[config.mk]
export PLATFORM = sky130hd
export DESIGN_NAME = lstm_word_unpacker
export DESIGN_NICKNAME = d
export VERILOG_FILES = /design/src/rtl/lstm_word_unpacker.sv
export SDC_FILE = /design/constraint.sdc
export NUM_CORES = 1
export LEC_CHECK = 0
export ABC_AREA = 1
export ABC_CLOCK_PERIOD_IN_PS = 4600
export BUFFER_PORTS_ARGS = -buffer_cell sky130_fd_sc_hd__clkbuf_2
export CAP_MARGIN = 20
export CORE_MARGIN = 1
export CORE_UTILIZATION = 61
export CTS_CLUSTER_DIAMETER = 30
export DETAILED_ROUTE_END_ITERATION = 6
export PLACE_DENSITY_LB_ADDON = 0.08
export SYNTH_ARGS = -nofsm -noshare
export SYNTH_HDL_FRONTEND = slang
export SYNTH_SLANG_ARGS = --single-unit
[constraint.sdc]
create_clock -name clk -period 4.6 [get_ports clk]
set_input_delay 0.69 -clock clk [delete_from_list [all_inputs] [get_ports clk]]
set_output_delay 0.69 -clock clk [all_outputs]
set_load 0.03 [all_outputs]
[src/rtl/lstm_word_unpacker.sv]
// lstm_word_unpacker: buffers 32-bit words of four packed int8 values in a
// small FIFO and serialises them into a valid/ready stream of single elements
// for the LSTM gate MAC datapath. Only lanes enabled by the word's byte enables
// are emitted. The word's last flag is attached to its highest enabled lane.
//
// Ports:
//   clk, rst                 clock, asynchronous active-low reset
//   clear_i                  synchronous flush; has priority over all other events
//   wr_valid_i/wr_ready_o    word write handshake (wr_ready_o = FIFO not full)
//   wr_data_i, wr_be_i       packed elements (lane k = [8k+7:8k]) and lane enables
//   wr_last_i                word closes a gate group
//   elem_valid_o/elem_ready_i element handshake
//   elem_data_o, elem_last_o current element and its end-of-group flag
//   fill_o                   words held in the FIFO (excludes the unpack register)
//   overflow_o               sticky: enabled write attempted while full
//   elem_cnt_o               elements since last group end (LSTM_UNPACK_CNT_EN only)
//
// Optional feature: define LSTM_UNPACK_CNT_EN to add the saturating element
// counter output elem_cnt_o.
module lstm_word_unpacker #(
  parameter int unsigned DEPTH = 8,
  parameter int unsigned CNT_W = 16
) (
  input  logic                     clk,
  input  logic                     rst,
  input  logic                     clear_i,
  input  logic                     wr_valid_i,
  input  logic [31:0]              wr_data_i,
  input  logic [3:0]               wr_be_i,
  input  logic                     wr_last_i,
  output logic                     wr_ready_o,
  output logic                     elem_valid_o,
  output logic [7:0]               elem_data_o,
  output logic                     elem_last_o,
  input  logic                     elem_ready_i,
  output logic [$clog2(DEPTH):0]   fill_o,
`ifdef LSTM_UNPACK_CNT_EN
  output logic [CNT_W-1:0]         elem_cnt_o,
`endif
  output logic                     overflow_o
);

  localparam int unsigned AW = $clog2(DEPTH);
  localparam int unsigned FW = AW + 1;

  if (CNT_W == 0 || DEPTH < 2 || DEPTH > 64 || (DEPTH & (DEPTH - 1)) != 0) begin : g_bad_param
    $error("lstm_word_unpacker: DEPTH must be a power of two in 2..64 and CNT_W > 0");
  end

  typedef struct packed {
    logic        last;
    logic [3:0]  be;
    logic [31:0] data;
  } word_t;

  typedef enum logic {IDLE, UNPACK} state_e;

  // Index of the lowest enabled lane; 0 when no lane is enabled.
  function automatic logic [1:0] low_lane(input logic [3:0] be);
    logic [1:0] lane;
    lane = 2'd0;
    for (int i = 3; i >= 0; i--) begin
      if (be[i]) lane = 2'(i);
    end
    return lane;
  endfunction

  word_t          mem_q [DEPTH];
  logic [AW:0]    wr_ptr_q, rd_ptr_q;
  logic [FW-1:0]  fill_q, fill_d;
  logic           wr_ready_q;
  logic           overflow_q;

  state_e         state_q, state_d;
  logic [31:0]    word_data_q, word_data_d;
  logic [3:0]     rem_q, rem_d;       // enabled lanes not yet handshaked, incl. current
  logic           wlast_q, wlast_d;
  logic           elem_valid_q, elem_valid_d;
  logic [7:0]     elem_data_q, elem_data_d;
  logic           elem_last_q, elem_last_d;

  logic           push, pop, empty, hs, final_lane;
  logic [1:0]     cur_lane, lane_d;
  word_t          head;

  assign empty      = (wr_ptr_q == rd_ptr_q);
  assign head       = mem_q[rd_ptr_q[AW-1:0]];
  assign push       = wr_valid_i & wr_ready_q & (|wr_be_i) & ~clear_i;
  assign hs         = elem_valid_q & elem_ready_i;
  assign cur_lane   = low_lane(rem_q);
  assign final_lane = ((rem_q & ~(4'b0001 << cur_lane)) == 4'b0000);

  // FIFO storage (no reset needed: validity is tracked by the pointers).
  always_ff @(posedge clk) begin
    if (push) mem_q[wr_ptr_q[AW-1:0]] <= '{last: wr_last_i, be: wr_be_i, data: wr_data_i};
  end

  // Fill level tracks push/pop so wr_ready can be registered.
  always_comb begin
    fill_d = fill_q;
    if (clear_i) fill_d = '0;
    else if (push && !pop) fill_d = fill_q + FW'(1);
    else if (!push && pop) fill_d = fill_q - FW'(1);
  end

  // FIFO pointers, fill, ready and sticky overflow.
  always_ff @(posedge clk or negedge rst) begin
    if (!rst) begin
      wr_ptr_q   <= '0;
      rd_ptr_q   <= '0;
      fill_q     <= '0;
      wr_ready_q <= 1'b1;
      overflow_q <= 1'b0;
    end else begin
      fill_q     <= fill_d;
      wr_ready_q <= (fill_d != FW'(DEPTH));
      if (clear_i) begin
        wr_ptr_q   <= '0;
        rd_ptr_q   <= '0;
        overflow_q <= 1'b0;
      end else begin
        if (push) wr_ptr_q <= wr_ptr_q + FW'(1);
        if (pop)  rd_ptr_q <= rd_ptr_q + FW'(1);
        if (wr_valid_i && !wr_ready_q && (|wr_be_i)) overflow_q <= 1'b1;
      end
    end
  end

  // FSM state register.
  always_ff @(posedge clk or negedge rst) begin
    if (!rst) state_q <= IDLE;
    else      state_q <= state_d;
  end

  // FSM next state.
  always_comb begin
    state_d = state_q;
    if (clear_i) begin
      state_d = IDLE;
    end else begin
      case (state_q)
        IDLE:    if (!empty) state_d = UNPACK;
        UNPACK:  if (hs && final_lane && empty) state_d = IDLE;
        default: state_d = IDLE;
      endcase
    end
  end

  // FSM outputs: pop decision, unpack register update and next element.
  always_comb begin
    pop         = 1'b0;
    word_data_d = word_data_q;
    rem_d       = rem_q;
    wlast_d     = wlast_q;
    if (clear_i) begin
      rem_d = 4'b0000;
    end else begin
      case (state_q)
        IDLE:   pop = !empty;
        UNPACK: begin
          if (hs) begin
            if (!final_lane) rem_d = rem_q & ~(4'b0001 << cur_lane);
            else if (!empty) pop = 1'b1;     // back-to-back word, no bubble
            else             rem_d = 4'b0000;
          end
        end
        default: pop = 1'b0;
      endcase
    end
    if (pop) begin
      word_data_d = head.data;
      rem_d       = head.be;
      wlast_d     = head.last;
    end
    lane_d       = low_lane(rem_d);
    elem_valid_d = (state_d == UNPACK);
    elem_data_d  = elem_valid_d ? word_data_d[{lane_d, 3'b000} +: 8] : 8'h00;
    elem_last_d  = elem_valid_d & wlast_d & ((rem_d & ~(4'b0001 << lane_d)) == 4'b0000);
  end

  // Unpack register and registered element outputs.
  always_ff @(posedge clk or negedge rst) begin
    if (!rst) begin
      word_data_q  <= '0;
      rem_q        <= '0;
      wlast_q      <= 1'b0;
      elem_valid_q <= 1'b0;
      elem_data_q  <= '0;
      elem_last_q  <= 1'b0;
    end else begin
      word_data_q  <= word_data_d;
      rem_q        <= rem_d;
      wlast_q      <= wlast_d;
      elem_valid_q <= elem_valid_d;
      elem_data_q  <= elem_data_d;
      elem_last_q  <= elem_last_d;
    end
  end

`ifdef LSTM_UNPACK_CNT_EN
  logic [CNT_W-1:0] cnt_q;

  // Elements since the last group end; saturates at all-ones.
  always_ff @(posedge clk or negedge rst) begin
    if (!rst)                       cnt_q <= '0;
    else if (clear_i)               cnt_q <= '0;
    else if (hs) begin
      if (elem_last_q)              cnt_q <= '0;
      else if (cnt_q != {CNT_W{1'b1}}) cnt_q <= cnt_q + CNT_W'(1);
    end
  end

  assign elem_cnt_o = cnt_q;
`endif

  assign wr_ready_o   = wr_ready_q;
  assign elem_valid_o = elem_valid_q;
  assign elem_data_o  = elem_data_q;
  assign elem_last_o  = elem_last_q;
  assign fill_o       = fill_q;
  assign overflow_o   = overflow_q;

endmodule

* Word level (Yosys, flattened, before mapping) *
Memory sizes are Yosys's and may differ from the RTL's.
Index checks and enable logic that the tools add are counted.

cells by class
  $add $sub $neg = 4
  reductions and logical operators = 16
  bitwise logic cells = 12
  equal/unequal tests = 2
  muxes and demuxes = 36
  shifts and indexed selects = 3

operators with widths
  kind                                              count
  2-to-1 mux 4 bit                                  13
  2-to-1 mux 32 bit                                 1
  indexed part select 32 x 6 -> 8 bit               1
  2-to-1 mux 2 bit                                  8
  adder 4 x 1 -> 4 bit, second input constant       3
  2-to-1 mux 1 bit                                  11
  bitwise AND 4 bit                                 2
  zero test 4 bit                                   2
  2-to-1 mux 8 bit                                  1
  inverter 4 bit                                    2
  << shifter 1 x 2 -> 4 bit, first input constant   2
  bitwise AND 1 bit                                 6
  logical AND 1 bit                                 6
  nonzero test 2 bit                                3
  equality test 4 bit                               1
  zero test 1 bit                                   4
  != test 4 bit, second input constant              1
  one-hot mux 1 bit (2 select lines)                2
  OR reduction 4 bit                                1
  subtractor 4 x 1 -> 4 bit, second input constant  1
  inverter 1 bit                                    2

word-level totals
  word-level logic and storage cells = 85
  input bits = 42
  output and inout port bits = 16
  register bits = 61
  memory bits (writable) = 296
  memories = 1

memory list
  name   words  bits a word  read ports  clocked after Yosys merged registers in  wr ports  line  RTL
  mem_q  8      37           1           0                                        1         68    word_t mem_q [DEPTH];

* Depth between registers and ports, before layout *
  depth in word-level cells = 22
  mapped depth = 16
  mapped depth without buffers = 16

* Least setup slack after synthesis *
Ideal clock, no wire load.

  kind = input to register
  from = input wr_be_i[3]
  to = memory mem_q[3][0] (netlist name), enable pin
  library setup time = 0.477 ns
  cell stages on the path = 6
  data required time = 4.123 ns
  buffers on the path = 0
  arrival = 3.763 ns
  slack = 0.360 ns
  cell sequence = nor2_1 -> nand2_1 -> nand3_1 -> nor2_1 -> inv_1 -> nor3_1

on the way
  longest elaborated chain between the ends = 5

RTL lines
  item                                    line  RTL
  start: declaration                      29    input logic [3:0] wr_be_i,
  OR reduction 4 bit                      88    assign push = wr_valid_i & wr_ready_q & (|wr_be_i) & ~clear_i;
  bitwise AND 1 bit (2 in series)         88
  2-to-1 mux 1 bit                        95    if (push) mem_q[wr_ptr_q[AW-1:0]] <= '{last: wr_last_i, be: wr_be_i, data: wr_data_i};
  2-to-1 mux 1 bit (not written as such)  95
  end: declaration                        68

Every way passes these cells.

* Final worst setup path *
  from = register rd_ptr_q[0]
  to = register elem_data_q[1], in the netlist elem_data_o[1]

on the way
  elaborated cells between the ends (all ways) = 25
  classes of those cells = 1 x eq/ne; 1 x shift; 20 x mux; 2 x reduce/logical; 1 x memory

RTL lines
  item                                     line  RTL
  start: declaration                       69    logic [AW:0] wr_ptr_q, rd_ptr_q;
  start signal: assignment                 123   if (pop) rd_ptr_q <= rd_ptr_q + FW'(1);
  equality test 4 bit                      86    assign empty = (wr_ptr_q == rd_ptr_q);
  2-to-1 mux 1 bit                         163   else if (!empty) pop = 1'b1;
  2-to-1 mux 1 bit                         162   if (!final_lane) rem_d = rem_q & ~(4'b0001 << cur_lane);
  2-to-1 mux 1 bit                         161   if (hs) begin
  one-hot mux 1 bit (2 select lines)       158   case (state_q)
  2-to-1 mux 1 bit                         155   if (clear_i) begin
  2-to-1 mux 32 bit (*)                    170   if (pop) begin
  net word_data_d[25]                      75    logic [31:0] word_data_q, word_data_d;
  indexed part select 32 x 6 -> 8 bit (*)  177   elem_data_d = elem_valid_d ? word_data_d[{lane_d, 3'b000} +: 8] : 8'h00;
  2-to-1 mux 8 bit (*)                     177
  net elem_data_d[1]                       79    logic [7:0] elem_data_q, elem_data_d;
  end signal: assignment                   195   elem_data_q <= elem_data_d;
  end: declaration                         79

Mark *: on every way through the listed nets, which the timed path passes. The rest lies on a longest branch.
A chain may end at the register's enable or synchronous reset.

==> impl_metrics.tcl <==
set metrics [dict create \
    grt_usage 0.2911 \
    required_ns 5.06 \
    fmax_mhz 332.2 \
    antenna_found_initial 0 \
    crit_path_start "rd_ptr_q[0]" \
    drt_iter0_drc 872 \
    synth_most_common_cell "edfxtp_1" \
    drive_gt1_frac 0.1916 \
    cts_buffer_depth 3 \
    wl_met1_mm 14.08 \
    highest_layer "met4" \
    pin_count 58 \
    synthArstFlopShare 0.1709 \
    htree_levels 3 \
    finalWorstSetupSlack_ns 1.590 \
    hold_path_class "primary input to asynchronous set/reset pin" \
    multi_input_area_sq_um 3224 \
    yosys-top-cells-area "edfxtp_1 (63%), dfrtp_1 (11%), nand2_1 (5.3%), a21oi_1 (4.1%), o22ai_1 (2.8%)" \
    setup_tns_ns 0 \
    grt_pass1_wl_mm 51.38 \
    design.core.area_sq_um 22640 \
    insertion_delay_ns 0.55 \
    grt_max_degree 49 \
    fin_cells 1522 \
    wire_per_inst_microns 22.00 \
    start_util 0.6211 \
    seqCellArea_sq_um 10420 \
    cts_tree "done" \
    synth_seq_cells 357 \
    routed_wl_mm 33.48 \
    hold_buffers 0 \
    setup-violations-final 0 \
    dp_hpwl_mm 17.96 \
    reg2reg_from "rd_ptr_q[0]" \
    hold_violations 0 \
    grt-ovfl-total 0 \
    die_h_microns 153.8 \
    yosysWarnings 0 \
    fp.dieW_microns 153.8 \
    clkSinkCount 357 \
    vias 9323 \
    drv_slew 0 \
    synth_common_cells "edfxtp_1 (296), nand2_1 (197), a21oi_1 (115)" \
    syn_avg_cell_area_sq_um 12.96 \
    clockRootBuffer "clkbuf_16" \
    synth_top_flop_cell "edfxtp_1" \
    drt_pass1_iterations 7 \
    rows 55 \
    met2_length_mm 15.93 \
    slew_headroom 0.4700 \
    p_leak_nw 6.383 \
    clkSlewWorstSetupHoldPaths_ns 0.05 \
    grt_pass1_vias 9436 \
    postCtsSetupRepairBufs 0 \
    synth_edf_count 296 \
    critPathLaunchType "flip-flop" \
    fin_nets 1229 \
    finalCriticalPeriod_ns 3.010 \
    cts_inserted_buffers 70 \
    ant_nets 0 \
    yosysTopAreaCell "edfxtp_1" \
    ys_seq_area_frac 0.7408 \
    synthCells 1085 \
    rsz0062_at_grt "false" \
    period_share 0.6545 \
    violations "design-rule violations" \
    place.gp.congestion 0.8263 \
    num_antenna_cells 0 \
    ctsResizeCount 0 \
    numPlacedInstances 1396 \
    syn2layout_area_growth_pct 21.68 \
    synth_cell_types 41 \
    drc_errors 2 \
    peakVddDrop_uv 371.7 \
    io_buffers 57 \
    max_slew.worst_pin.slew_ns 0.7938 \
    post-place-ws_ns 1.606 \
    cp.arrival_ns 3.47 \
    cp-end-kind "flip-flop" \
    status "finished with violations" \
    netlist.area_leader.share 0.6321 \
    skew_ns 0.01628 \
    critPathKind "flip-flop to flip-flop" \
    netlist_area_sq_um 14060 \
    fillers 1351 \
    critPathMaxFanout 46 \
    vias_per_cell 6.125 \
    power_density_nw_per_um2 669.4 \
    maxCapViolations 0 \
    met3WireLength_mm 2.783 \
    synth_nets 1131 \
    dieArea_sq_um 23660 \
]
==> worst paths after layout <==
path / end / slack (ns) / depth (start not counted)
worst max-delay path: elem_data_o[1] / 1.59 / 11
worst min-delay path: overflow_o / 0.07 / 1
worst max register to register: elem_data_o[1] / 1.59 / 11
worst min register to register: word_data_q[22] / 0.48 / 2
max in group asynchronous: elem_data_o[5] / 3.58 / 2
min in group clk: mem_q[3][17] / 0.42 / 1
==> flip-flops by register name (all words and copies together), names as in the netlist <==
register and cells:
elem_last_o 1, elem_data_o 8, wlast_q 1, overflow_o 1
rd_ptr_q 4, rem_q 4, mem_q 296, elem_valid_o 1
fill_o 4, word_data_q 32, wr_ptr_q 4, wr_ready_o 1
==> report_power, final <==
part | switching (mW) | internal (mW) | total (mW)
Sequential | 0.144 | 3.81 | 3.96
Clock | 1.65 | 3.38 | 5.04
Combinational | 1.72 | 0.740 | 2.46
==> metrics by stage <==
step,hold WS [ns],cell area (sq um),total power [mW],utilization
after floorplan,0.3944,14060,5.717,-
after global placement,0.4633,14730,6.355,0.6505
after CTS,0.07376,17110,11.46,0.7557
final,0.07115,17110,11.45,0.7557
after detailed placement,0.4695,14730,6.396,0.6505
after global routing,0.09438,17110,11.91,0.7557
==> per-layer routing <==
| layer | GRT usage | up-vias |
|---|---|---|
| li1 | - | 4203 |
| met1 | 0.4036 | 4594 |
| met2 | 0.4610 | 468 |
| met3 | 0.05271 | 58 |
| met4 | 0.1195 | 0 |
| met5 | 0 | - |
==> critical path: stages (launching register included) <==
cell and delay, ns:
dfrtp_2 0.55, buf_4 0.37, nand2_2 0.16, buf_4 0.50
o22ai_1 0.18, a21oi_1 0.16, nor2_1 0.06, o31ai_1 0.44
nand3_1 0.17, nand2_1 0.09, inv_1 0.04, a21oi_1 0.12
==> final cells by class <==
class | instances | share of cell area
inverters | 52 | 0.01141
repair buffers | 83 | 0.03101
multi-input cells | 619 | 0.1885
well taps | 285 | 0.02084
clock buffers | 83 | 0.1120
flip-flops and latches | 357 | 0.6090
clock inverters | 43 | 0.02720
==> layout by cell type (no fill, tap or decap), types with 25 or more instances in the layout <==
master	count
clkbuf_2	56
clkbuf_16	75
a211oi_1	25
a21oi_1	115
inv_1	42
nand3_1	51
nor2_1	46
o22ai_1	64
dfrtp_1	57
o21ai_0	39
edfxtp_1	296
nand2_1	195
==> cells by family after synthesis <==
family,synth area share
AO/OA/AOI/OAI,0.1171
XOR/XNOR,0.002492
adder cells (fa/ha/maj),0.003559
buffers and inverters,0.03399
flip-flops,0.7408
AND/OR/NAND/NOR,0.1021
No activity file was read; power rests on OpenSTA's default activity.
